`src/rtl/tl_pkg.sv`:
```
// Shared lamp encodings and phase codes for the actuated intersection controller.
package tl_pkg;

  localparam int unsigned LAMP_W  = 4;
  localparam int unsigned PHASE_W = 4;

  typedef logic [LAMP_W-1:0] lamp_t;

  // One-hot lamp heads {Left, Green, Yellow, Red}, plus dark for flash off-half
  localparam lamp_t LEFT_GREEN     = 4'b1000;
  localparam lamp_t STRAIGHT_GREEN = 4'b0100;
  localparam lamp_t YELLOW         = 4'b0010;
  localparam lamp_t RED            = 4'b0001;
  localparam lamp_t DARK           = 4'b0000;

  // Phase codes are visible on the phase output; keep them stable for decoders
  typedef enum logic [PHASE_W-1:0] {
    ALLRED_NS   = 4'd0,
    NS_LEFT     = 4'd1,
    NS_LEFT_YEL = 4'd2,
    NS_STR      = 4'd3,
    NS_YEL      = 4'd4,
    ALLRED_EW   = 4'd5,
    EW_LEFT     = 4'd6,
    EW_LEFT_YEL = 4'd7,
    EW_STR      = 4'd8,
    EW_YEL      = 4'd9,
    FLASH       = 4'd10
  } tl_state_e;

endpackage

```
`src/rtl/traffic_light_actuated_if.sv`:
```
// Sensor inputs and lamp/phase outputs between the front-end, controller and lamp drivers.
interface traffic_light_actuated_if;
  import tl_pkg::*;

  logic                ns_left_req;
  logic                ew_left_req;
  logic                ns_car;
  logic                ew_car;
  logic                flash_mode;
  lamp_t               north_tl;
  lamp_t               south_tl;
  lamp_t               east_tl;
  lamp_t               west_tl;
  logic [PHASE_W-1:0]  phase;

  // Sensor side: drives requests, observes lamps
  modport master (
    output ns_left_req, ew_left_req, ns_car, ew_car, flash_mode,
    input  north_tl, south_tl, east_tl, west_tl, phase
  );

  // Controller side
  modport slave (
    input  ns_left_req, ew_left_req, ns_car, ew_car, flash_mode,
    output north_tl, south_tl, east_tl, west_tl, phase
  );
endinterface

```
`src/rtl/tl_phase_timer.sv`:
```
// Phase counter: clears on request, otherwise counts up (saturating), and
// compares against a selected end value and the minimum-green threshold.
module tl_phase_timer #(
  parameter int unsigned CNT_W = 8
) (
  input  logic             clk,
  input  logic             reset,
  input  logic             clr_i,
  input  logic [CNT_W-1:0] end_m1_i,
  input  logic [CNT_W-1:0] min_m1_i,
  output logic             done_o,
  output logic             min_o
);

  logic [CNT_W-1:0] cnt_q, cnt_d;

  // Next count: clear wins, never wraps
  always_comb begin
    cnt_d = cnt_q;
    if (clr_i) begin
      cnt_d = '0;
    end else if (cnt_q != {CNT_W{1'b1}}) begin
      cnt_d = cnt_q + CNT_W'(1);
    end
  end

  // Counter register
  always_ff @(posedge clk) begin
    if (reset) begin
      cnt_q <= '0;
    end else begin
      cnt_q <= cnt_d;
    end
  end

  assign done_o = (cnt_q == end_m1_i);
  assign min_o  = (cnt_q >= min_m1_i);

endmodule

```
`src/rtl/traffic_light_actuated.sv`:
```
// Demand-actuated four-way controller: left arrows on latched demand, straight
// green between min and max length, all-red clearance, flash via all-red.
module traffic_light_actuated
  import tl_pkg::*;
#(
  parameter int unsigned LEFT_TIME    = 5,
  parameter int unsigned MIN_GREEN    = 4,
  parameter int unsigned MAX_GREEN    = 12,
  parameter int unsigned YELLOW_TIME  = 2,
  parameter int unsigned ALL_RED_TIME = 1,
  parameter int unsigned FLASH_HALF   = 3,
  parameter int unsigned CNT_W        = 8
) (
  input  logic                     clk,
  input  logic                     reset,
  traffic_light_actuated_if.slave  bus
);

  localparam logic [CNT_W-1:0] LEFT_M1   = CNT_W'(LEFT_TIME - 1);
  localparam logic [CNT_W-1:0] MIN_M1    = CNT_W'(MIN_GREEN - 1);
  localparam logic [CNT_W-1:0] MAX_M1    = CNT_W'(MAX_GREEN - 1);
  localparam logic [CNT_W-1:0] YEL_M1    = CNT_W'(YELLOW_TIME - 1);
  localparam logic [CNT_W-1:0] ALLRED_M1 = CNT_W'(ALL_RED_TIME - 1);
  localparam logic [CNT_W-1:0] FLASH_M1  = CNT_W'(FLASH_HALF - 1);

  tl_state_e        state_q, state_d;
  logic             blink_q, blink_d;
  logic             ns_pend_q, ns_pend_d;
  logic             ew_pend_q, ew_pend_d;
  logic [CNT_W-1:0] end_m1;
  logic             tmr_clr;
  logic             tmr_done;
  logic             tmr_min;
  lamp_t            ns_lamp;
  lamp_t            ew_lamp;

  tl_phase_timer #(.CNT_W(CNT_W)) u_timer (
    .clk      (clk),
    .reset    (reset),
    .clr_i    (tmr_clr),
    .end_m1_i (end_m1),
    .min_m1_i (MIN_M1),
    .done_o   (tmr_done),
    .min_o    (tmr_min)
  );

  // Duration the timer compares against in the current state
  always_comb begin
    end_m1 = ALLRED_M1;
    case (state_q)
      NS_LEFT, EW_LEFT:                     end_m1 = LEFT_M1;
      NS_LEFT_YEL, EW_LEFT_YEL,
      NS_YEL, EW_YEL:                       end_m1 = YEL_M1;
      NS_STR, EW_STR:                       end_m1 = MAX_M1;
      FLASH:                                end_m1 = FLASH_M1;
      default:                              end_m1 = ALLRED_M1;
    endcase
  end

  // Next state, timer clear, blink and demand latches
  always_comb begin
    state_d = state_q;
    case (state_q)
      ALLRED_NS:   if (tmr_done) state_d = bus.flash_mode ? FLASH :
                                           (ns_pend_q ? NS_LEFT : NS_STR);
      NS_LEFT:     if (tmr_done) state_d = NS_LEFT_YEL;
      NS_LEFT_YEL: if (tmr_done) state_d = NS_STR;
      NS_STR:      if (tmr_done || (tmr_min && (bus.ew_car || ew_pend_q)))
                     state_d = NS_YEL;
      NS_YEL:      if (tmr_done) state_d = ALLRED_EW;
      ALLRED_EW:   if (tmr_done) state_d = bus.flash_mode ? FLASH :
                                           (ew_pend_q ? EW_LEFT : EW_STR);
      EW_LEFT:     if (tmr_done) state_d = EW_LEFT_YEL;
      EW_LEFT_YEL: if (tmr_done) state_d = EW_STR;
      EW_STR:      if (tmr_done || (tmr_min && (bus.ns_car || ns_pend_q)))
                     state_d = EW_YEL;
      EW_YEL:      if (tmr_done) state_d = ALLRED_NS;
      FLASH:       if (!bus.flash_mode) state_d = ALLRED_NS;
      default:     state_d = ALLRED_NS;
    endcase

    // Counter restarts on every state change and on each blink toggle
    tmr_clr = (state_d != state_q) || ((state_q == FLASH) && tmr_done);

    // Blink sits at 1 outside FLASH so it reads 1 on entry
    blink_d = 1'b1;
    if (state_q == FLASH) begin
      blink_d = tmr_done ? ~blink_q : blink_q;
    end

    // Demand latches: set outside the served left phase, clear on entry wins
    ns_pend_d = ns_pend_q;
    if (bus.ns_left_req && (state_q != NS_LEFT)) ns_pend_d = 1'b1;
    if ((state_d == NS_LEFT) && (state_q != NS_LEFT)) ns_pend_d = 1'b0;

    ew_pend_d = ew_pend_q;
    if (bus.ew_left_req && (state_q != EW_LEFT)) ew_pend_d = 1'b1;
    if ((state_d == EW_LEFT) && (state_q != EW_LEFT)) ew_pend_d = 1'b0;
  end

  // State, blink and demand registers
  always_ff @(posedge clk) begin
    if (reset) begin
      state_q   <= ALLRED_NS;
      blink_q   <= 1'b1;
      ns_pend_q <= 1'b0;
      ew_pend_q <= 1'b0;
    end else begin
      state_q   <= state_d;
      blink_q   <= blink_d;
      ns_pend_q <= ns_pend_d;
      ew_pend_q <= ew_pend_d;
    end
  end

  // Moore lamp decode from registered state
  always_comb begin
    ns_lamp = RED;
    ew_lamp = RED;
    case (state_q)
      NS_LEFT:     ns_lamp = LEFT_GREEN;
      NS_LEFT_YEL: ns_lamp = YELLOW;
      NS_STR:      ns_lamp = STRAIGHT_GREEN;
      NS_YEL:      ns_lamp = YELLOW;
      EW_LEFT:     ew_lamp = LEFT_GREEN;
      EW_LEFT_YEL: ew_lamp = YELLOW;
      EW_STR:      ew_lamp = STRAIGHT_GREEN;
      EW_YEL:      ew_lamp = YELLOW;
      FLASH: begin
        ns_lamp = blink_q ? YELLOW : DARK;
        ew_lamp = blink_q ? RED : DARK;
      end
      default: begin
        ns_lamp = RED;
        ew_lamp = RED;
      end
    endcase
  end

  assign bus.north_tl = ns_lamp;
  assign bus.south_tl = ns_lamp;
  assign bus.east_tl  = ew_lamp;
  assign bus.west_tl  = ew_lamp;
  assign bus.phase    = PHASE_W'(state_q);

endmodule

```
`src/flat_wrapper.sv`:
```
// flat-port wrapper written by rule: the top's interface ports become plain ports
module traffic_light_actuated_flat import tl_pkg::*;
#(
  parameter int unsigned LEFT_TIME    = 5,
  parameter int unsigned MIN_GREEN    = 4,
  parameter int unsigned MAX_GREEN    = 12,
  parameter int unsigned YELLOW_TIME  = 2,
  parameter int unsigned ALL_RED_TIME = 1,
  parameter int unsigned FLASH_HALF   = 3,
  parameter int unsigned CNT_W        = 8
)
  (clk, reset, bus_ns_left_req, bus_ew_left_req, bus_ns_car, bus_ew_car, bus_flash_mode, bus_north_tl, bus_south_tl, bus_east_tl, bus_west_tl, bus_phase);
  traffic_light_actuated_if bus_i ();
  input  logic clk;
  input  logic reset;
  input wire logic [$bits(bus_i.ns_left_req)-1:0] bus_ns_left_req;
  input wire logic [$bits(bus_i.ew_left_req)-1:0] bus_ew_left_req;
  input wire logic [$bits(bus_i.ns_car)-1:0] bus_ns_car;
  input wire logic [$bits(bus_i.ew_car)-1:0] bus_ew_car;
  input wire logic [$bits(bus_i.flash_mode)-1:0] bus_flash_mode;
  output wire logic [$bits(bus_i.north_tl)-1:0] bus_north_tl;
  output wire logic [$bits(bus_i.south_tl)-1:0] bus_south_tl;
  output wire logic [$bits(bus_i.east_tl)-1:0] bus_east_tl;
  output wire logic [$bits(bus_i.west_tl)-1:0] bus_west_tl;
  output wire logic [$bits(bus_i.phase)-1:0] bus_phase;
  assign bus_i.ns_left_req = bus_ns_left_req;
  assign bus_i.ew_left_req = bus_ew_left_req;
  assign bus_i.ns_car = bus_ns_car;
  assign bus_i.ew_car = bus_ew_car;
  assign bus_i.flash_mode = bus_flash_mode;
  assign bus_north_tl = bus_i.north_tl;
  assign bus_south_tl = bus_i.south_tl;
  assign bus_east_tl = bus_i.east_tl;
  assign bus_west_tl = bus_i.west_tl;
  assign bus_phase = bus_i.phase;
  traffic_light_actuated #(.LEFT_TIME(LEFT_TIME), .MIN_GREEN(MIN_GREEN), .MAX_GREEN(MAX_GREEN), .YELLOW_TIME(YELLOW_TIME), .ALL_RED_TIME(ALL_RED_TIME), .FLASH_HALF(FLASH_HALF), .CNT_W(CNT_W)) u_core (.clk(clk), .reset(reset), .bus(bus_i));
endmodule
```
`config.mk`:
```
export PLATFORM = sky130hd
export DESIGN_NAME = traffic_light_actuated_flat
export DESIGN_NICKNAME = d
export VERILOG_FILES = /design/src/rtl/tl_pkg.sv /design/src/rtl/traffic_light_actuated_if.sv /design/src/rtl/tl_phase_timer.sv /design/src/rtl/traffic_light_actuated.sv /design/src/flat_wrapper.sv
export SDC_FILE = /design/constraint.sdc
export NUM_CORES = 1
export LEC_CHECK = 0
export CELL_PAD_IN_SITES_DETAIL_PLACEMENT = 1
export CELL_PAD_IN_SITES_GLOBAL_PLACEMENT = 1
export CORE_MARGIN = 4
export CORE_UTILIZATION = 25
export CTS_CLUSTER_DIAMETER = 40
export DETAILED_ROUTE_END_ITERATION = 8
export GPL_TIMING_DRIVEN = 0
export PLACE_DENSITY = 0.64
export SKIP_CTS_REPAIR_TIMING = 1
export SYNTH_ARGS = -nofsm -noshare
export SYNTH_HDL_FRONTEND = slang
export SYNTH_SLANG_ARGS = --single-unit
```
`constraint.sdc`:
```
create_clock -name clk -period 2.28 [get_ports clk]
set_input_delay 0.456 -clock clk [delete_from_list [all_inputs] [get_ports clk]]
set_output_delay 0.456 -clock clk [all_outputs]
set_load 0.01 [all_outputs]
```
==> results of run 1 <==
[state kept, by name, summed over array words and instances, names as in the netlist]
| name | flops |
|---|---|
| u_core.bus.phase | 4 |
| u_core.ns_pend_q | 1 |
| u_core.u_timer.cnt_q | 8 |
| u_core.blink_q | 1 |
| u_core.ew_pend_q | 1 |
| u_core.end_m1 | 4 |
[per-stage QoR]
stage,std cells,util [%],cell area [sq um],setup TNS (ps)
3_3_place_gp,283,32.66,1809,-9551
4_1_cts,287,33.49,1856,-11790
3_5_place_dp,283,32.66,1809,-9565
5_1_grt,294,40.58,2248,-2469
2_1_floorplan,185,-,1459,0
6_report,294,40.58,2248,-1462
[metal layers]
metal / up-vias / part of all wire [%] / wire (microns) / GRT usage (%)
li1: 752 / - / - / -
met1: 758 / 48 / 2383 / 19.17
met2: 24 / 48 / 2367 / 20.10
met3: 9 / 1.6 / 81 / 0.8885
met4: 0 / 2.4 / 118 / 4.825
met5: - / 0 / 0 / 0
[layout make-up]
cell class                      count  area, sq um  share of cell area (%)
Multi-Input combinational cell    141         1189                   52.87
Sequential cell                    19        394.1                   17.53
Timing Repair Buffer               38        386.6                   17.20
Buffer                             15        123.9                   5.509
Tap cell                           72        90.09                   4.007
Clock buffer                        3        41.29                   1.836
Inverter                            5        18.77                  0.8347
Clock inverter                      1        5.005                  0.2226
[worst reg2reg max path: cells and delay by family (launching register included)]
kind	cells	cell delay, ps
AOI/OAI and AO/OA	3	700
DFF	1	340
and+or+nand+nor	3	1340
[worst max-delay path by stage]
stage / from / endpoint / slack [ps] / depth (start not counted)
5_1_grt: u_core.u_timer.cnt_q[6]$_SDFFE_PP0P_ / u_core.end_m1[3]$_DFF_P_ / -210 / 6
3_3_place_gp: bus_flash_mode / u_core.end_m1[0]$_DFF_P_ / -540 / 7
6_report: u_core.u_timer.cnt_q[6]$_SDFFE_PP0P_ / u_core.end_m1[2]$_SDFF_PP0_ / -170 / 6
2_1_floorplan: u_core.u_timer.cnt_q[4]$_SDFFE_PP0P_ / u_core.end_m1[3]$_DFF_P_ / 20 / 7
3_5_place_dp: bus_flash_mode / u_core.end_m1[0]$_DFF_P_ / -570 / 7
4_1_cts: u_core.bus.phase[1]$_SDFF_PP0_ / bus_south_tl[1] / -640 / 8
[synthesized netlist by cell type, types with 2 or more instances]
library cell  number
nor3b_1            2
nor3_1             6
or3b_2             2
nor2b_1            4
nand2_1           10
buf_4              8
nand3_1           13
nor2_1            11
o21ai_0            8
inv_1              5
a21oi_1           15
o31a_1             2
nand2b_1           7
a21o_1             2
a31oi_1            2
xnor2_1            8
nor3_2             2
or3_1              4
a211oi_1           8
xor2_1             2
dfxtp_1           19
o21ai_2            2
clkbuf_1          10
and2_1             2
a41oi_1            2
a211o_1            2
[logic make-up after synthesis]
group | count (synthesis)
AOI/OAI and AO/OA | 59
xor gates and xnor gates | 10
adders and majority gates | 1
buffers and inverters | 25
DFF | 19
muxes | 1
and+or+nand+nor | 70
[report_power, final]
group	total [W]	switching (W)	internal (W)
clock network	0.000247	0.000125	0.000122
logic	0.00240	0.00131	0.00109
registers	0.000528	0.000108	0.000420
total	0.00317	0.00154	0.00163
==> metrics.txt, run 1 <==
adder-cell area share of the yosys netlist less than 1%; critical path's slowest cell or4_4; Crit Reg-Reg Startpoint u_core.u_timer.cnt_q[6]$_SDFFE_PP0P_; via count 1543; total CTS buffers 3; r2r setup slk -170 ps; # H-tree levels 1; die span in y 83.93 microns; syn_nets 193; CTS clk-pin slew, worst paths approximately 80 ps; EDFF count, synth 0; wire per inst between 15 and 20 microns; final setup fails 15; number of top-level pins 27; total power ~0.0032 W; Slew Limit Fails 0; top cells by area, synth dfxtp_1 26%, a21oi_1 5.2%, xnor2_1 4.9%, nand3_1 4.5%, a211oi_1 4.2%; Synth top area share 26.39%; Worst VDD drop roughly 0.00074 V; FP Rows 27; TritonCTS clock tree yes; Placement Setup Slack -567.6 ps; Post-Route WL 4951 microns; grt total ovfl 0; final critical-path required period between 2000 and 2500 ps; simple-gate share of the synthesized area between 20% and 30%; most common cell after layout, fill and taps aside clkdlybuf4s50_1; hpwl dp around 3400 microns; Data arrival, critical path around 2600 ps; kind of end point of the critical path register; # DRC 0; Ys Warns 0; Crit Path Class register to register; clock latency on the worst-skew pair 260 ps; failing checks setup timing; fmax about 400 MHz; count of cell types in the netlist 53; GRT Overall Usage a little over an eighth; Synth area leader dfxtp_1; hold_ws 583.2 ps; LEAKAGE ~0.81 nW; syn avg cell area a little under 8 sq um; final hold vios 0; RR Endpoint u_core.end_m1[2]$_SDFF_PP0_; Hold Path Stages 2; Hold Path End u_core.ew_pend_q$_SDFFE_PP0P_; Syn Inst Count between 150 and 200; Final Skew roughly 4.2 ps; PortBufs 26; initial DRC count 78; post-route clock period utilization 107.3%; pwr/cell area ~1400 mW/mm^2; area grow syn2layout 55.99%; post-synthesis instance area 0.001441 sq mm; Via density between 5 and 6; CP peak stage delay between 500 and 600 ps; core area 0.005540 sq mm; largest net degree at the start of global routing 12; layout cell share with drive strength beyond 1 between 30% and 40%; main combinational cell family by area after synthesis compound AO/OA/AOI/OAI gates; Setup WS post-layout -165.7 ps; Die Area a little over 0.007 sq mm; antenna violations before repair 0; clk buf depth 2; Synth Flop Type dfxtp_1; DIE WIDTH approximately 84 microns; Synth Area in Compound Gates between 20% and 30%; cell depth of the worst flop-to-flop path 6; Worst Path Max Fanout 5; WP buf/inv 0; mux cell area share after synthesis less than 1%; kind of start point of the critical path register; XOR/XNOR Fraction of Synth Area around 6.1%; Tightest Pin Transition 551.0 ps; leading cell types in the layout, fill and taps excluded 21 x clkdlybuf4s50_1, 19 x buf_4, 13 x nand3_1; ys async rst share 0%; run status finished with violations; Root Driver clkbuf_8; CP Cell Sequence or4_4, nor3_4, a41o_1, a21bo_4, or3_4, a211oi_2; Worst slew margin between 60% and 70%; RSZ-0062 raised after global routing true; clock sinks 19; Hold Path Origin u_core.ew_pend_q$_SDFFE_PP0P_; max-cap violations 0; Seq/Total Area, Yosys a little over a quarter; number of global-route vias before repair around 1.5k; Ant. Diodes 0; Filler Cells Inserted 647; CP delay by family, top simple AND/OR/NAND/NOR gates; first-pass GRT wire length between 7000 and 8000 microns; HP Class register to register; GPL Wtd Cong between 0.7 and 0.8; flops & latches, synth 19; worst path required time roughly 2500 ps; Starting Density 26.02%; Antenna Nets Post-Route 0; Pre-Repair DR Iteration Count 4; fin nets ~230
(Power assumes the default switching activity.)
==> run 2: changes to the inputs <==
Settings changed: CORE_UTILIZATION 25 to 34, PLACE_DENSITY 0.64 to 0.81, SKIP_LAST_GASP set to 1.
==> metrics.txt, run 2 (synthesized netlist as in run 1, its figures left out) <==
Filler Cells Inserted 473 (-27%); Pre-Repair DR Iteration Count 6 (+2); setup TNS -2634 ps (-1172 ps); number of global-route vias before repair 1563 (+6.5%); Die Area 0.005345 sq mm (-24%); Tightest Pin Transition 578.3 ps (+27.22 ps); Crit Path Class register to register; kind of start point of the critical path register; Hold Path Origin u_core.ew_pend_q$_SDFFE_PP0P_; Ant. Diodes 0 (unchanged); fmax 402.6 MHz (-1.5%); layout cell share with drive strength beyond 1 33.48% (-5.3 points); placed cell areas 0.001782 sq mm (-1.5%); final core utilization 52.85% (+12 points); Final Cell Area 0.002145 sq mm (-4.6%); initial DRC count 135 (+73%); max-cap violations 0 (unchanged); grt total ovfl 0 (unchanged); final hold vios 0 (unchanged); run status finished with violations; CTS clk-pin slew, worst paths 80 ps (about the same); largest net degree at the start of global routing 12 (unchanged); Root Driver clkbuf_8; Antenna Nets Post-Route 0 (unchanged); Post-Route WL 5590 microns (+13%); max reg flops 8 (unchanged); Hold Path Stages 2 (unchanged); FP Rows 23 (-15%); GPL Wtd Cong 0.8362 (+6.8%); Setup WS post-layout -204.2 ps (-38.42 ps); Worst Path Max Fanout 8 (+3); Worst VDD drop 0.0008805 V (+18%); Via density 5.978 (+14%); # DRC 0 (unchanged); CP startpoint u_core.u_timer.cnt_q[6]$_SDFFE_PP0P_; Starting Density 35.52% (+9.5 points); fin nets 233 (+0.87%); TritonCTS clock tree yes; Worst slew margin 61.45% (-1.8 points); Data arrival, critical path 2620 ps (about the same); Final Skew 1.478 ps (-2.693 ps); number of top-level pins 27 (unchanged); final critical-path required period 2484 ps (+38.42 ps); PortBufs 26 (unchanged); DIE WIDTH 73.11 microns (-13%); final setup fails 20 (+5); via count 1638 (+6.2%); total CTS buffers 3 (unchanged); core area 0.004058 sq mm (-27%); first-pass GRT wire length 7507 microns (-0.27%); kind of end point of the critical path register; Slew Limit Fails 0 (unchanged); worst path required time 2420 ps (-50 ps); area grow syn2layout 48.78%; die span in y 73.11 microns (-13%); clock latency on the worst-skew pair 260 ps (about the same); antenna violations before repair 0 (unchanged); Crit Reg-Reg Startpoint u_core.u_timer.cnt_q[6]$_SDFFE_PP0P_; HP Class register to register; clock sinks 19 (unchanged); failing checks setup timing; pwr/cell area 1437 mW/mm^2 (+1.9%); hpwl dp 3365 microns (-1.9%); cell depth of the worst flop-to-flop path 7 (+1); post-route clock period utilization 109.0% (+1.7 points); clk buf depth 2 (unchanged); wire per inst 20.40 microns (+21%); RSZ-0062 raised after global routing true; leading cell types in the layout, fill and taps excluded 21 x buf_4, 21 x clkdlybuf4s50_1, 13 x nand3_1; largest register by flop count u_core.u_timer.cnt_q; LEAKAGE 0.8053 nW (-0.17%); # H-tree levels 1 (unchanged); GRT Overall Usage 17.87% (+4.7 points)
run 2: cell count changes in the layout (fill, tap and decap cells not counted), sizes merged:
cell / previous run / this run
dlymetal6s2s: 4 / 5
clkbuf: 5 / 6
run 2: final timing paths:
path / to / slack [ps]
max: u_core.u_timer.cnt_q[0]$_SDFFE_PP0P_ / -200
min: u_core.ew_pend_q$_SDFFE_PP0P_ / 580
max reg2reg: u_core.u_timer.cnt_q[0]$_SDFFE_PP0P_ / -200
min reg2reg: u_core.ew_pend_q$_SDFFE_PP0P_ / 580
run 2: through the flow:
step	hold slack, ps	setup slack, ps	instances	total power (W)
global route	598.4	-346.1	274	0.003269
CTS	540.6	-642.4	265	0.002479
floorplan	467.9	15.58	185	0.001692
finish	576.8	-204.2	274	0.003081
detailed placement	527.2	-630.0	261	0.002219
global placement	513.1	-566.9	261	0.002171
run 2: layer usage:
metal / GRT usage [%] / wire [microns] / vias up
met1: 22.10 / 2174 / 795
met5: 0 / 0 / -
li1: - / - / 754
met3: 3.168 / 303 / 23
met4: 5.943 / 201 / 0
met2: 30.98 / 2910 / 66
run 2: area by class of cell:
class	count	area, sq um	share of cell area (%)
clock buffer	3	41.29	1.925
buffer	16	123.9	5.776
inverter	5	18.77	0.8751
timing repair buffer	39	374.1	17.44
clock inverter	1	5.005	0.2334
tap	50	62.56	2.917
sequential	19	394.1	18.38
multi-input combinational	141	1125	52.45
run 2: power by group:
part	total, W	internal [W]	switching [W]	leakage, nW
combinational	0.00230	0.00100	0.00129	0.621
clock	0.000251	0.000122	0.000129	0.0255
sequential	0.000534	0.000420	0.000114	0.159
total	0.00308	0.00155	0.00153	0.805
run 2: worst max-delay path, cell delays in order, from the launching register on:
cell and delay, ps:
dfxtp_2 330, or4_4 560, buf_6 140, nor3_4 300, a21oi_4 130, or3_4 440
o21ai_4 310, a211oi_1 120
